<file path="src/rtl/alu_arbiter.sv">
// Two-requester front end for a shared, registered ALU. One operation is in flight at a time.
// Responses are held per requester until consumed.
module alu_arbiter #(
  parameter logic FIRST_GRANT = 1'b0
) (
  input  logic        clk,
  input  logic        reset,
  input  logic        req0_valid,
  output logic        req0_ready,
  input  logic [3:0]  req0_op,
  input  logic [31:0] req0_a,
  input  logic [31:0] req0_b,
  output logic        rsp0_valid,
  input  logic        rsp0_ready,
  output logic [31:0] rsp0_result,
  output logic        rsp0_flag,
  input  logic        req1_valid,
  output logic        req1_ready,
  input  logic [3:0]  req1_op,
  input  logic [31:0] req1_a,
  input  logic [31:0] req1_b,
  output logic        rsp1_valid,
  input  logic        rsp1_ready,
  output logic [31:0] rsp1_result,
  output logic        rsp1_flag,
  output logic        ex_en,
  output logic [3:0]  alu_control,
  output logic [31:0] rs1_data,
  output logic [31:0] rs2_data,
  input  logic [31:0] alu_out,
  input  logic        zero
);

  typedef enum logic [1:0] {
    IDLE = 2'd0,
    EXEC = 2'd1,
    RESP = 2'd2
  } state_t;

  // Op codes 1010..1111 are branch compares: the ALU only updates its zero flag for them.
  function automatic logic is_branch(input logic [3:0] op);
    return (op >= 4'b1010);
  endfunction

  state_t      state_q, state_d;
  logic        owner_q, owner_d;
  logic        last_grant_q, last_grant_d;
  logic        branch_q, branch_d;
  logic        rsp0_valid_q, rsp0_valid_d;
  logic [31:0] rsp0_result_q, rsp0_result_d;
  logic        rsp0_flag_q, rsp0_flag_d;
  logic        rsp1_valid_q, rsp1_valid_d;
  logic [31:0] rsp1_result_q, rsp1_result_d;
  logic        rsp1_flag_q, rsp1_flag_d;
  logic        grant0, grant1;

  // Round-robin grant, only offered in IDLE and never while reset is asserted.
  always_comb begin
    grant0 = 1'b0;
    grant1 = 1'b0;
    if ((state_q == IDLE) && !reset) begin
      if (req0_valid && req1_valid) begin
        if (last_grant_q) begin
          grant0 = 1'b1;
        end else begin
          grant1 = 1'b1;
        end
      end else if (req0_valid) begin
        grant0 = 1'b1;
      end else if (req1_valid) begin
        grant1 = 1'b1;
      end else begin
        grant0 = 1'b0;
        grant1 = 1'b0;
      end
    end else begin
      grant0 = 1'b0;
      grant1 = 1'b0;
    end
  end

  assign req0_ready = grant0;
  assign req1_ready = grant1;

  // ALU drive: the winner's operands pass straight through in the handshake cycle, zero otherwise.
  always_comb begin
    ex_en       = 1'b0;
    alu_control = 4'd0;
    rs1_data    = 32'd0;
    rs2_data    = 32'd0;
    if (grant0) begin
      ex_en       = 1'b1;
      alu_control = req0_op;
      rs1_data    = req0_a;
      rs2_data    = req0_b;
    end else if (grant1) begin
      ex_en       = 1'b1;
      alu_control = req1_op;
      rs1_data    = req1_a;
      rs2_data    = req1_b;
    end else begin
      ex_en       = 1'b0;
      alu_control = 4'd0;
      rs1_data    = 32'd0;
      rs2_data    = 32'd0;
    end
  end

  // Next-state logic for the control FSM and per-requester response holding registers.
  always_comb begin
    state_d       = state_q;
    owner_d       = owner_q;
    last_grant_d  = last_grant_q;
    branch_d      = branch_q;
    rsp0_valid_d  = rsp0_valid_q;
    rsp0_result_d = rsp0_result_q;
    rsp0_flag_d   = rsp0_flag_q;
    rsp1_valid_d  = rsp1_valid_q;
    rsp1_result_d = rsp1_result_q;
    rsp1_flag_d   = rsp1_flag_q;
    case (state_q)
      IDLE: begin
        if (grant0 || grant1) begin
          state_d      = EXEC;
          owner_d      = grant1;
          last_grant_d = grant1;
          branch_d     = is_branch(alu_control);
        end else begin
          state_d = IDLE;
        end
      end
      EXEC: begin
        state_d = RESP;
        // Branch ops leave alu_out stale, so the result is forced to zero for them.
        if (!owner_q) begin
          rsp0_valid_d  = 1'b1;
          rsp0_result_d = branch_q ? 32'd0 : alu_out;
          rsp0_flag_d   = branch_q ? zero : 1'b0;
        end else begin
          rsp1_valid_d  = 1'b1;
          rsp1_result_d = branch_q ? 32'd0 : alu_out;
          rsp1_flag_d   = branch_q ? zero : 1'b0;
        end
      end
      RESP: begin
        if (!owner_q && rsp0_ready) begin
          rsp0_valid_d = 1'b0;
          state_d      = IDLE;
        end else if (owner_q && rsp1_ready) begin
          rsp1_valid_d = 1'b0;
          state_d      = IDLE;
        end else begin
          state_d = RESP;
        end
      end
      default: begin
        state_d      = IDLE;
        rsp0_valid_d = 1'b0;
        rsp1_valid_d = 1'b0;
      end
    endcase
  end

  // State and response registers; reset discards any in-flight operation.
  always_ff @(posedge clk) begin
    if (reset) begin
      state_q       <= IDLE;
      owner_q       <= 1'b0;
      last_grant_q  <= ~FIRST_GRANT;
      branch_q      <= 1'b0;
      rsp0_valid_q  <= 1'b0;
      rsp0_result_q <= 32'd0;
      rsp0_flag_q   <= 1'b0;
      rsp1_valid_q  <= 1'b0;
      rsp1_result_q <= 32'd0;
      rsp1_flag_q   <= 1'b0;
    end else begin
      state_q       <= state_d;
      owner_q       <= owner_d;
      last_grant_q  <= last_grant_d;
      branch_q      <= branch_d;
      rsp0_valid_q  <= rsp0_valid_d;
      rsp0_result_q <= rsp0_result_d;
      rsp0_flag_q   <= rsp0_flag_d;
      rsp1_valid_q  <= rsp1_valid_d;
      rsp1_result_q <= rsp1_result_d;
      rsp1_flag_q   <= rsp1_flag_d;
    end
  end

  assign rsp0_valid  = rsp0_valid_q;
  assign rsp0_result = rsp0_result_q;
  assign rsp0_flag   = rsp0_flag_q;
  assign rsp1_valid  = rsp1_valid_q;
  assign rsp1_result = rsp1_result_q;
  assign rsp1_flag   = rsp1_flag_q;

endmodule

</file>
<file path="config.mk">
export PLATFORM = sky130hd
export DESIGN_NAME = alu_arbiter
export DESIGN_NICKNAME = d
export VERILOG_FILES = /design/src/rtl/alu_arbiter.sv
export SDC_FILE = /design/constraint.sdc
export NUM_CORES = 1
export LEC_CHECK = 0
export BUFFER_PORTS_ARGS = -buffer_cell sky130_fd_sc_hd__buf_2
export CORE_AREA = 3 3 120 122
export CTS_CLUSTER_DIAMETER = 40
export DETAILED_ROUTE_END_ITERATION = 7
export DIE_AREA = 0 0 123 125
export GPL_ROUTABILITY_DRIVEN = 0
export PLACE_DENSITY = 0.64
export SYNTH_ARGS = -nofsm -noshare
export SYNTH_HDL_FRONTEND = slang
export SYNTH_SLANG_ARGS = --single-unit
</file>
<file path="constraint.sdc">
create_clock -name clk -period 2.1 [get_ports clk]
set_clock_uncertainty 0.05 [all_clocks]
set_input_delay 0.42 -clock clk [delete_from_list [all_inputs] [get_ports clk]]
set_output_delay 0.42 -clock clk [all_outputs]
set_load 0.05 [all_outputs]
</file>
==> impl_metrics.py <==
metrics = {
    "run_status": {
        "status": "complete, but fails checks",
        "violations": "negative setup slack",
    },
    "synth": {
        "syn_area_sq_mm": 0.00358,
        "synth_seq_cells": 73,
        "synth_seq_area_share": 0.408,
        "synth_warnings": 0,
        "synthCells": 451,
        "avgSynthCellArea_sq_um": 7.94,
        "yosysUniqueCellTypes": 28,
        "syn-num-nets": 626,
    },
    "worst_setup_path": {
        "worstSetupPathType": "reg -> out",
        "cp_max_fo": 20,
        "cp.required_ns": 1.63,
        "slowest_delay_ns": 0.33,
        "crit_arrival_ns": 1.73,
        "end_kind": "output port",
        "reg2reg_depth": 5,
        "cp_cell_sequence": "nor3_4 -> nand2_2 -> clkinv_4 -> buf_16 -> a22o_1 -> buf_6",
        "crit_slowest_cell": "dfxtp_2",
        "worst_setup_path_start_kind": "flop",
    },
    "power_and_ir_drop": {
        "irDropWorstVdd_mv": 0.318,
        "switching_power_mw": 1.58,
        "p_per_area_mw_per_mm2": 707,
        "pwr-share-seq": 0.328,
        "intPower_mw": 2.93,
        "pwr-share-clk": 0.319,
        "p_leak_nw": 3.06,
        "power_frac_comb": 0.353,
        "switching_share": 0.350,
    },
    "sta": {
        "holdWs_ns": 0.330,
        "worst_slack_ns": -0.0978,
        "setup_viol": 68,
        "period_minus_slack_ns": 2.20,
        "relSlewSlack": 0.487,
        "drv_slew": 0,
        "worst_pin_slew_ns": 0.769,
        "rsz0062_at_grt": "true",
        "fmax_mhz": 455,
        "finalHoldViolations": 0,
        "finalCritPeriodShare": 1.05,
    },
    "placement": {
        "portBuffers": 313,
        "placed_area_sq_mm": 0.00548,
        "dp_hpwl_microns": 12300,
        "dp.cells": 916,
    },
    "layout": {
        "n_antenna_cell": 0,
        "syn2layout_area_growth_pct": 78.3,
        "fin_nets": 933,
        "design_area_sq_mm": 0.00638,
        "stdcell_count": 938,
        "drive_above_1_share": 0.499,
    },
    "floorplanning": {
        "die_x_microns": 123,
        "ios": 314,
        "rows": 42,
        "die_area_sq_mm": 0.0154,
        "core_area_sq_mm": 0.0133,
        "initial_core_util": 0.269,
        "die_y_microns": 125,
    },
    "global_routing": {
        "grt_first_pass_wirelength_microns": 24300,
        "grt_pass1_vias": 4323,
        "grt_max_degree": 74,
        "grt_use_total": 0.204,
        "antenna_found_initial": 1,
        "gr-total-overflow": 0,
    },
    "drt": {
        "drc": 0,
        "num_vias": 4506,
        "wl_microns": 16900,
        "drtIter0Drc": 227,
        "viasPerCell": 4.80,
        "routedWlPerCell_microns": 18.0,
        "detail-route-antenna-nets": 0,
        "drt-pass1-iter-count": 4,
    },
    "clock_network": {
        "cts_buffers": 9,
        "cts_hold_buf": 0,
        "root_buffer": "clkbuf_16",
        "cts_tree": "done",
        "clk_pin_slew_ns": 0.05,
        "clk_latency_ns": 0.32,
        "htreeDepth": 3,
        "clock_sinks": 73,
        "cts_buffer_depth": 2,
    },
    "worst_hold_path": {
        "hold_depth": 3,
        "min_path_type": "in -> reg",
    },
    "job": {
        "timing.max_cap.violations": 0,
    },
}
-- layout by cell type, fill, tap and decap left out, types with 11 or more instances in the layout --
cell       instances
nand2_1          131
nor2b_1           34
buf_4             16
dfxtp_1           72
a22o_1            49
buf_6             60
buf_2            243
buf_12            14
a21oi_1           70
clkbuf_16         11
-- cells in the mapped netlist --
library cell  count  area, sq um
nor2_1            2         7.51
buf_6             5         56.3
dfxtp_1          73         1460
and3b_1           1         8.76
o41ai_1           1         8.76
or3b_1            1         8.76
a211oi_1          2         15.0
nand4b_1          1         8.76
buf_4             2         15.0
clkbuf_1         12         45.0
nand4_1           1         6.26
buf_2            23          115
o311ai_0          3         26.3
nand2_1         132          495
nand2b_1          5         31.3
a21boi_0          1         7.51
a22o_1           68          596
nand3_1           3         15.0
nor3b_4           1         18.8
nand3b_2          1         11.3
a31oi_1           1         6.26
o21ba_2           1         10.0
inv_1             3         11.3
nor2b_1          34          213
o31ai_1           1         7.51
a21oi_1          70          350
nor3_4            1         16.3
inv_2             2         7.51
-- flip-flops by register name (all words and copies together) (netlist names) --
register,cells
branch_q,1
rsp1_result,32
owner_q,1
rsp1_valid,1
rsp0_valid,1
rsp1_flag,1
rsp0_result,32
rsp0_flag,1
last_grant_q,1
state_q,2
-- worst max-delay path: cells and delay by family, from the launching register on --
| kind | cells | cell delay (ns) |
|---|---|---|
| buffers and inverters | 3 | 0.49 |
| AOI/OAI and AO/OA | 1 | 0.19 |
| and+or+nand+nor | 2 | 0.39 |
| DFF | 1 | 0.33 |
-- cells by family (layout without fill, tap and decap cells) --
group / after synthesis / after routing / synth area share
and+or+nand+nor: 183 / 183 / 0.235
AOI/OAI and AO/OA: 148 / 148 / 0.287
DFF: 73 / 73 / 0.408
buffers and inverters: 47 / 358 / 0.0699
-- what timing repair did --
| action | in CTS | in global routing |
|---|---|---|
| hold endpoints to repair | 0 | 0 |
| gates resized for setup | 131 | 12 |
| gates cloned | 2 | 3 |
| buffers inserted | 1 | 1 |
| endpoints found under the setup margin | 70 | 70 |
| pin swaps | 5 | 1 |
-- power groups by stage --
stage	Combinational, mW	Sequential (mW)	Clock [mW]
floorplan	0.737	1.69	0
global placement	1.39	1.51	0
detailed placement	1.40	1.51	0
CTS	1.56	1.48	1.48
global route	1.67	1.49	1.54
finish	1.59	1.48	1.44
-- final cells by class --
type | instances | area, sq um
well taps | 176 | 220
inverters | 5 | 28.8
multi-input cells | 331 | 1970
fillers | 1355 | 6910
flip-flops and latches | 73 | 1460
clock inverters | 2 | 12.5
clock buffers | 13 | 270
repair buffers | 338 | 2410
-- final timing paths --
path | slack, ns | startpoint | endpoint
max reg2reg | 0.55 | state_q[0]$_SDFF_PP0_ | rsp0_result[24]$_SDFFE_PP0P_
max | -0.1 | state_q[0]$_SDFF_PP0_ | rs2_data[14]
min | 0.33 | zero | rsp1_flag$_SDFFE_PP0P_
min reg2reg | 0.40 | rsp1_result[27]$_SDFFE_PP0P_ | rsp1_result[27]$_SDFFE_PP0P_
-- routing by layer --
metal,wire [microns],GRT usage,part of all wire,vias to the layer above
li1,-,-,-,2185
met1,6950,0.264,0.41,2073
met2,8420,0.343,0.50,224
met3,1220,0.0456,0.072,22
met4,292,0.0528,0.017,2
met5,13,0,0.00077,-
-- metrics by stage --
| stage | setup WS (ns) | total power, mW | util | TNS (ns) |
|---|---|---|---|---|
| 6_report | -0.0978 | 4.51 | 0.480 | -4.58 |
| 3_5_place_dp | -0.0926 | 2.91 | 0.412 | -1.38 |
| 5_1_grt | -0.203 | 4.70 | 0.480 | -11.46 |
| 2_1_floorplan | 0.0408 | 2.42 | - | 0 |
| 4_1_cts | -0.137 | 4.52 | 0.470 | -6.05 |
| 3_3_place_gp | -0.0599 | 2.90 | 0.412 | -0.140 |
(Power assumes the default switching activity.)
